File: config.mk
export PLATFORM = sky130hd
export DESIGN_NAME = bridge_arbiter
export DESIGN_NICKNAME = d
export VERILOG_FILES = /design/src/rtl/bridge_arbiter.sv
export SDC_FILE = /design/constraint.sdc
export NUM_CORES = 1
export LEC_CHECK = 0
export BUFFER_PORTS_ARGS = -buffer_cell sky130_fd_sc_hd__buf_2
export CORE_MARGIN = 2
export CORE_UTILIZATION = 55
export CTS_CLUSTER_DIAMETER = 150
export DETAILED_ROUTE_END_ITERATION = 12
export GPL_TIMING_DRIVEN = 1
export PLACE_DENSITY = 0.85
export SYNTH_ARGS = -nofsm -noshare
export SYNTH_HDL_FRONTEND = slang
export SYNTH_SLANG_ARGS = --single-unit
File: constraint.sdc
create_clock -name clk -period 3.9 [get_ports clk]
set_input_delay 0.195 -clock clk [delete_from_list [all_inputs] [get_ports clk]]
set_output_delay 0.195 -clock clk [all_outputs]
set_load 0.05 [all_outputs]
File: src/rtl/bridge_arbiter.sv
// bridge_arbiter: two-port round-robin arbiter in front of the DRAM bridge
// client port. Each port buffers one request. One transaction is in flight
// at a time. The bridge-side payload is held stable until the bridge
// answers, and the response is routed back to the granted port.
module bridge_arbiter #(
  parameter int ADDR_W = 8,
  parameter int DATA_W = 64
) (
  input  logic              clk,
  input  logic              rst_n,
  input  logic              req0_valid,
  input  logic              req0_r_wb,
  input  logic [ADDR_W-1:0] req0_addr,
  input  logic [DATA_W-1:0] req0_data_w,
  input  logic              req1_valid,
  input  logic              req1_r_wb,
  input  logic [ADDR_W-1:0] req1_addr,
  input  logic [DATA_W-1:0] req1_data_w,
  output logic              req0_busy,
  output logic              req1_busy,
  output logic              rsp0_valid,
  output logic [DATA_W-1:0] rsp0_data,
  output logic              rsp1_valid,
  output logic [DATA_W-1:0] rsp1_data,
  output logic              C_in_valid,
  output logic              C_r_wb,
  output logic [ADDR_W-1:0] C_addr,
  output logic [DATA_W-1:0] C_data_w,
  input  logic              C_out_valid,
  input  logic [DATA_W-1:0] C_data_r
);

  typedef enum logic [1:0] {
    IDLE  = 2'd0,
    ISSUE = 2'd1,
    WAIT  = 2'd2,
    RESP  = 2'd3
  } state_t;

  state_t            state;
  state_t            state_next;

  // Per-port holding registers
  logic              pend0;
  logic              r_wb0;
  logic [ADDR_W-1:0] addr0;
  logic [DATA_W-1:0] data0;
  logic              pend1;
  logic              r_wb1;
  logic [ADDR_W-1:0] addr1;
  logic [DATA_W-1:0] data1;

  logic              rr;      // preferred port when both are pending
  logic              gnt;     // port owning the current transaction
  logic              pick;    // port that would win arbitration now
  logic              start;   // IDLE is launching a transaction
  logic              done;    // bridge answered while we wait for it
  logic              finish;  // last cycle of the transaction (RESP)

  assign req0_busy = pend0;
  assign req1_busy = pend1;

  // Arbitration choice, next-state decode and transaction events
  always_comb begin
    state_next = state;
    pick       = 1'b0;
    start      = 1'b0;
    done       = 1'b0;
    finish     = 1'b0;
    if (pend0 && pend1) begin
      pick = rr;
    end else if (pend1) begin
      pick = 1'b1;
    end else begin
      pick = 1'b0;
    end
    case (state)
      IDLE: begin
        if (pend0 || pend1) begin
          start      = 1'b1;
          state_next = ISSUE;
        end else begin
          state_next = IDLE;
        end
      end
      ISSUE: state_next = WAIT;
      WAIT: begin
        // A bridge completion is only meaningful while we are waiting for one
        if (C_out_valid) begin
          done       = 1'b1;
          state_next = RESP;
        end else begin
          state_next = WAIT;
        end
      end
      RESP: begin
        finish     = 1'b1;
        state_next = IDLE;
      end
      default: state_next = IDLE;
    endcase
  end

  // FSM state register
  always_ff @(posedge clk or negedge rst_n) begin
    if (!rst_n) begin
      state <= IDLE;
    end else begin
      state <= state_next;
    end
  end

  // Holding registers: accept only when empty, release when own grant finishes
  always_ff @(posedge clk or negedge rst_n) begin
    if (!rst_n) begin
      pend0 <= 1'b0;
      r_wb0 <= 1'b0;
      addr0 <= {ADDR_W{1'b0}};
      data0 <= {DATA_W{1'b0}};
      pend1 <= 1'b0;
      r_wb1 <= 1'b0;
      addr1 <= {ADDR_W{1'b0}};
      data1 <= {DATA_W{1'b0}};
    end else begin
      if (req0_valid && !pend0) begin
        pend0 <= 1'b1;
        r_wb0 <= req0_r_wb;
        addr0 <= req0_addr;
        data0 <= req0_data_w;
      end else if (finish && !gnt) begin
        pend0 <= 1'b0;
      end
      if (req1_valid && !pend1) begin
        pend1 <= 1'b1;
        r_wb1 <= req1_r_wb;
        addr1 <= req1_addr;
        data1 <= req1_data_w;
      end else if (finish && gnt) begin
        pend1 <= 1'b0;
      end
    end
  end

  // Grant latch and round-robin pointer (flips away from the port just served)
  always_ff @(posedge clk or negedge rst_n) begin
    if (!rst_n) begin
      gnt <= 1'b0;
      rr  <= 1'b0;
    end else begin
      if (start) begin
        gnt <= pick;
      end
      if (finish) begin
        rr <= ~gnt;
      end
    end
  end

  // Bridge-side payload: loaded at launch, held through WAIT, zeroed on completion
  always_ff @(posedge clk or negedge rst_n) begin
    if (!rst_n) begin
      C_in_valid <= 1'b0;
      C_r_wb     <= 1'b0;
      C_addr     <= {ADDR_W{1'b0}};
      C_data_w   <= {DATA_W{1'b0}};
    end else begin
      C_in_valid <= start;
      if (start) begin
        C_r_wb   <= pick ? r_wb1 : r_wb0;
        C_addr   <= pick ? addr1 : addr0;
        C_data_w <= pick ? data1 : data0;
      end else if (done) begin
        C_r_wb   <= 1'b0;
        C_addr   <= {ADDR_W{1'b0}};
        C_data_w <= {DATA_W{1'b0}};
      end
    end
  end

  // Response pulses: read data for reads, zero for writes and when idle
  always_ff @(posedge clk or negedge rst_n) begin
    if (!rst_n) begin
      rsp0_valid <= 1'b0;
      rsp0_data  <= {DATA_W{1'b0}};
      rsp1_valid <= 1'b0;
      rsp1_data  <= {DATA_W{1'b0}};
    end else begin
      rsp0_valid <= done && !gnt;
      rsp1_valid <= done && gnt;
      rsp0_data  <= (done && !gnt && C_r_wb) ? C_data_r : {DATA_W{1'b0}};
      rsp1_data  <= (done && gnt && C_r_wb) ? C_data_r : {DATA_W{1'b0}};
    end
  end

endmodule
==> results of run 1 <==
-- critical path, delay by kind of cell, from the launching register on --
| family | cells | cell delay, ns |
|---|---|---|
| simple gates | 1 | 0.26 |
| fa+ha+maj | 1 | 0.17 |
| flops | 1 | 0.39 |
| buf+inv | 3 | 1.48 |
| compound gates | 1 | 0.28 |
-- power breakdown --
part | switching (uW) | leakage, uW | internal, uW
clock | 1500 | 0.000588 | 2050
combinational | 4030 | 0.00456 | 1740
sequential | 763 | 0.00456 | 4930
total | 6290 | 0.00971 | 8720
-- routing by layer --
layer  wire length [um]  track usage  up-vias
li1                   -            -     5040
met1              17200        0.445     6040
met2              24100        0.605      868
met3               5010        0.106      249
met4               3940        0.256        4
met5                 47      0.00947        -
-- cell usage in the layout, fill, tap and decap left out, drive strengths merged, types with 10 or more instances in the layout --
cell type    netlist  layout
and2              64      64
and3              65      65
buf               64     439
diode              0      10
dlygate4sd3        0     213
o211ai            73      73
mux2             146     146
clkbuf            46      56
nand3            146     146
dfrtp            356     356
o2111ai           73      73
-- what timing repair did --
action | in CTS | in global routing
hold endpoints to repair | 380 | 0
hold buffers | 213 | 0
gates resized for setup | 0 | 0
setup endpoints to repair | 0 | 0
-- synthesized netlist by cell type (all sizes together) --
library cell and instances:
o21ai 2, nand3 146, o211ai 73, nand2 3, a21oi 1, inv 4
and3 65, mux2 146, buf 64, o21a 1, dfrtp 356, nor2b 2
nor2 3, o22a 1, ha 4, o2111ai 73, clkbuf 46, a31oi 1
or2 1, a22o 1, nor3b 1, and2 64
-- final timing paths --
check / startpoint / to / slack (ns) / depth (start not counted)
hold reg to reg: data0[42]$_DFFE_PN0P_ / data0[42]$_DFFE_PN0P_ / 0.49 / 1
min in group clk: req0_data_w[46] / data0[46]$_DFFE_PN0P_ / 0.42 / 3
max in group asynchronous: rst_n / C_data_w[31]$_DFFE_PN0P_ / 2.56 / 3
setup / recovery: state[0]$_DFF_PN0_ / C_data_w[7]$_DFFE_PN0P_ / 1.17 / 6
setup reg to reg: state[0]$_DFF_PN0_ / C_data_w[7]$_DFFE_PN0P_ / 1.17 / 6
hold / removal: rst_n / data1[63]$_DFFE_PN0P_ / 0.33 / 2
-- cells by family after synthesis --
group,count (synthesis),share of synthesized area
AO/OA/AOI/OAI,153,0.0883
adder cells (fa/ha/maj),4,0.00358
buffers and inverters,114,0.0386
flip-flops,356,0.638
multiplexers,146,0.118
AND/OR/NAND/NOR,285,0.114
-- area by class of cell --
type | count | area, um2
flip-flops and latches | 356 | 8910
fillers | 1379 | 5470
multi-input cells | 588 | 4570
repair buffers | 652 | 4440
clock buffers | 56 | 1120
well taps | 330 | 413
clock inverters | 8 | 75.1
diodes | 10 | 25.0
inverters | 4 | 15.0
-- through the flow --
step / hold WS [ns] / total power (uW) / cells / worst slack [ns] / instance area (um2)
3_5_place_dp: 0.326 / 11000 / 1717 / 1.31 / 16200
2_1_floorplan: -0.101 / 9440 / 1058 / 2.22 / 14000
4_1_cts: 0.378 / 14700 / 1994 / 1.31 / 19500
3_3_place_gp: 0.317 / 10800 / 1717 / 1.49 / 16200
6_report: 0.334 / 15000 / 2004 / 1.17 / 19600
5_1_grt: 0.419 / 15600 / 2003 / 0.989 / 19600
-- sequential cells by signal, indices dropped and copies added, names as in the netlist, 2 cells and up --
register and cells:
rsp0_data 64, addr0 8, data1 64, C_data_w 64, state 2, data0 64
addr1 8, rsp1_data 64, C_addr 8
==> reports/metrics.cfg, run 1 <==
[global_routing]
grt_pass1_vias = 12997
grt_max_degree = 109
grt_pass1_wl_um = 76200
grt_remaining_overflow = 0
grt_use_total = 0.378
antenna_found_initial = 10

[placement]
portBuffers = 420
gp_congestion = 0.850
place_hpwl_um = 26300

[detailed_routing]
wl_per_cell_um = 25.1
drtAntennaViolNets = 0
vias_per_cell = 6.09
drt_iter0_markers = 1462
vias = 12201
drt-total-wl_um = 50400
drc = 0
drtPass1Iterations = 7

[sta]
setup_viol = 0
slew_violations = 0
hold_viol = 0
rsz0062_at_grt = no
setup_tns_ns = 0
max_freq_ghz = 0.366
maxSlewHeadroom = 0.248
skew_ns = 0.0191
fin_crit_sh = 0.700
tightest_slew_ns = 1.13
min_period_ns = 2.73

[cells_and_area]
final_util = 0.782
fin_nets = 1858
syn_to_final_growth_pct = 40.1
drive_above_1_share = 0.305

[die]
rows = 58
dieArea_um2 = 26700
die_h_um = 163
die_w_um = 163
ios = 421
start_util = 0.558
core_area_um2 = 25000

[yosys]
syn_inst = 1058
yosysUniqueCellTypes = 25
synth_area_leaders = dfrtp_1 64%, mux2_1 12%, nand3_1 5.2%
netlist_area_um2 = 14000
synth_nets = 1277
synth_area_per_cell_um2 = 13.2
yosysTopAreaCell = dfrtp_1
yosys_warnings = 0
yosys_register_bits = 356
synth_top_area_frac = 0.638
synth_seq_area_share = 0.638

[clock_tree]
clock_sinks = 356
clk_pin_slew_ns = 0.06
clock_latency_ns = 0.53
root_buffer = clkbuf_16
post_cts_buffers = 0
cts_tree = built
clockBufferDepth = 3
htreeDepth = 2
numCtsBuffers = 37

[setup_path]
required_ns = 4.32
cp_slowest_stage_delay_ns = 0.82
slowest_stage = buf_4
cpMostUsedCell = buf_4
crit_path_start_kind = register
crit_path_end_kind = register
path_max_fanout = 86
crit_chain = inv_1, ha_4, buf_4, buf_4, nand3_1, o211ai_1
cp.arrival_ns = 3.15
crit_type = reg -> reg

[power]
vdd_drop_max_mv = 0.764
leakagePower_uw = 0.00971
cellPowerDensity_nw_per_um2 = 767

[hold_path]
min_path_type = in -> async

[outcome]
status = finished clean

[job]
max-cap-violations = 0

(Power assumes the default switching activity.)
==> run 2: changes to the inputs <==
CORE_UTILIZATION = 51   (was 55)
PLACE_DENSITY = 0.79   (was 0.85)
clock period = 2.7 ns   (was 3.9 ns; I/O delays follow)
==> run 2 against run 1 <==
Clock power grew 33%. Fmax rose by 34%. Total power is 41% higher. Die area up 7.7%. Combinational power up 42%. Register-to-register slack worse by 0.51 ns. Sequential share of layout area grew 0.055 points. Sequential power rose by 45%. Critical path depth unchanged. Cell count about the same. Critical path type unchanged. Hold slack got worse by 0.17 ns.
==> reports/metrics.cfg, run 2 (synthesis gave the netlist of run 1 again) <==
[placement]
gp_congestion = 0.832  ; was 0.850
dp.cells = 1734  ; was 1,717
place_area_um2 = 16300  ; was 16,200 um2
portBuffers = 420  ; unchanged
place_hpwl_um = 26200  ; was 26,300 um

[sta]
maxSlewHeadroom = 0.370  ; was 0.248
max_freq_ghz = 0.489  ; was 0.366 GHz
slew_violations = 0  ; unchanged
tightest_slew_ns = 0.946  ; was 1.13 ns
min_period_ns = 2.04  ; was 2.73 ns
hold_viol = 0  ; unchanged
setup_tns_ns = 0  ; unchanged
rsz0062_at_grt = no  ; unchanged
setup_viol = 0  ; unchanged
fin_crit_sh = 0.757  ; was 0.700
skew_ns = 0.0154  ; was 0.0191 ns

[cells_and_area]
instances_no_fill = 2005  ; was 2,004
final_common_cell = buf_2  ; unchanged
regArea_um2 = 8910  ; about the same
multiInputGateArea_um2 = 4570  ; unchanged
most-common-layout-cells = 419 x buf_2, 354 x dfrtp_1, 213 x dlygate4sd3_1  ; was 419 x buf_2, 353 x dfrtp_1, 213 x dlygate4sd3_1
num-fill-cells = 1631  ; was 1,379
drive_above_1_share = 0.304  ; was 0.305
syn_to_final_growth_pct = 39.9  ; was 40.1%
final_util = 0.725  ; was 0.782
finalInstanceArea_um2 = 19500  ; was 19,600 um2
fin_nets = 1864  ; was 1,858

[power]
swShare = 0.413  ; was 0.419
vdd_drop_max_mv = 0.851  ; was 0.764 mV
p_switching_uw = 8760  ; was 6290 uW
p_total_uw = 21200  ; was 15,000 uW
clkPwrFrac = 0.223  ; was 0.236
pwr-share-seq = 0.389  ; was 0.379
cellPowerDensity_nw_per_um2 = 1080  ; was 767 nW/um2
leakagePower_uw = 0.00969  ; was 0.00971 uW
internal_power_uw = 12400  ; was 8720 uW
p_comb_frac = 0.388  ; was 0.385

[clock_tree]
htreeDepth = 2  ; unchanged
clk_pin_slew_ns = 0.06  ; about the same
post_cts_buffers = 0  ; unchanged
root_buffer = clkbuf_16  ; unchanged
clock_latency_ns = 0.51  ; was 0.53 ns
clock_sinks = 356  ; unchanged
clockBufferDepth = 3  ; unchanged
cts_tree = built  ; unchanged
numCtsBuffers = 37  ; unchanged

[global_routing]
grt_use_total = 0.321  ; was 0.378
antenna_found_initial = 4  ; was 10
grt_remaining_overflow = 0  ; unchanged
grt_pass1_wl_um = 71400  ; was 76,200 um
grt_max_degree = 102  ; was 109
grt_pass1_vias = 12516  ; was 12,997
grt_use_met2 = 0.541  ; was 0.605
use_met3 = 0.0746  ; was 0.106
grt_use_met1 = 0.388  ; was 0.445
top_usage_layer = met2  ; unchanged

[setup_path]
slowest_stage = ha_4  ; was buf_4
timing.reg2reg.setup_slack_ns = 0.66  ; was 1.17 ns
path_max_fanout = 49  ; was 86
required_ns = 3.07  ; was 4.32 ns
crit_chain = inv_1, ha_4, o21ai_4, buf_4, nand3_1, o211ai_1  ; was inv_1, ha_4, buf_4, buf_4, nand3_1, o211ai_1
crit_type = reg -> reg  ; unchanged
cp_slowest_stage_delay_ns = 0.55  ; was 0.82 ns
crit_path_start_kind = register  ; unchanged
cp.arrival_ns = 2.41  ; was 3.15 ns
crit_path_end_kind = register  ; unchanged
crit_buf_inv = 2  ; was 3
path_delay_family = adder cells  ; was buffers and inverters

[detailed_routing]
vias_per_cell = 5.95  ; was 6.09
drtPass1Iterations = 7  ; unchanged
wl_per_cell_um = 23.3  ; was 25.1 um
drc = 0  ; unchanged
drt_iter0_markers = 1308  ; was 1,462
vias = 11928  ; was 12,201
drt-total-wl_um = 46800  ; was 50,400 um
drtAntennaViolNets = 0  ; unchanged

[die]
die_h_um = 169  ; was 163 um
die_w_um = 169  ; was 163 um
core_area_um2 = 27000  ; was 25,000 um2
ios = 421  ; unchanged
rows = 60  ; was 58
dieArea_um2 = 28700  ; was 26,700 um2
start_util = 0.518  ; was 0.558

[hold_path]
min_path_type = in -> async  ; unchanged

[job]
max-cap-violations = 0  ; unchanged

[outcome]
status = finished clean  ; unchanged

[run 2: changes by cell type in the layout (fill, tap and decap cells not counted), moves of 2 or more]
cell       change
clkbuf_1       -2
diode_2        -5
clkbuf_8       -4
clkbuf_16      -2
buf_12         +5
[run 2: timing repair]
action / 4_1_cts / 5_1_grt
hold endpoints to repair: 334 / 0
gates resized for setup: 0 / 0
hold buffers: 213 / 0
[run 2: routing by layer]
layer	vias up	routed length, um
met3	193	4230
met5	-	14
li1	5027	-
met4	2	2740
met2	782	23000
met1	5924	16800
[run 2: path summary, 6_finish.rpt]
| kind | start | endpoint | cells past startpoint |
|---|---|---|---|
| setup / recovery | state[0]$_DFF_PN0_ | C_data_w[32]$_DFFE_PN0P_ | 6 |
| hold / removal | rst_n | data1[13]$_DFFE_PN0P_ | 2 |
| setup reg to reg | state[0]$_DFF_PN0_ | C_data_w[32]$_DFFE_PN0P_ | 6 |
| hold reg to reg | data0[43]$_DFFE_PN0P_ | data0[43]$_DFFE_PN0P_ | 1 |
| max in group asynchronous | rst_n | rsp1_data[53]$_DFF_PN0_ | 3 |
| min in group clk | C_out_valid | rsp1_valid$_DFF_PN0_ | 3 |
[run 2: per-stage QoR]
stage,hold WS [ns],setup slack (ns)
6_report,0.164,0.655
5_1_grt,0.197,0.602
4_1_cts,0.173,0.741
3_5_place_dp,0.119,0.757
3_3_place_gp,0.120,0.804
2_1_floorplan,-0.161,1.02
[run 2: cell type report]
cell class	count	share of cell area
clock buffers	48	0.0515
well taps	341	0.0218
diodes	5	0.000640
clock inverters	5	0.00275
repair buffers	658	0.233
multi-input cells	588	0.234
flip-flops and latches	356	0.456
inverters	4	0.000768
[run 2: worst register-to-register path: stages (launching register included)]
cell and delay [ns]:
dfrtp_1 0.38, inv_1 0.14, ha_4 0.56, o21ai_4 0.11, buf_4 0.32, nand3_1 0.27
o211ai_1 0.14
[run 2: power by group through the flow]
stage | Combinational (uW) | Sequential, uW | Clock (uW)
2_1_floorplan | 3850 | 9790 | 0
3_3_place_gp | 7550 | 8190 | 0
3_5_place_dp | 7760 | 8240 | 0
4_1_cts | 8040 | 8170 | 4720
5_1_grt | 8730 | 8400 | 5000
6_report | 8210 | 8250 | 4730
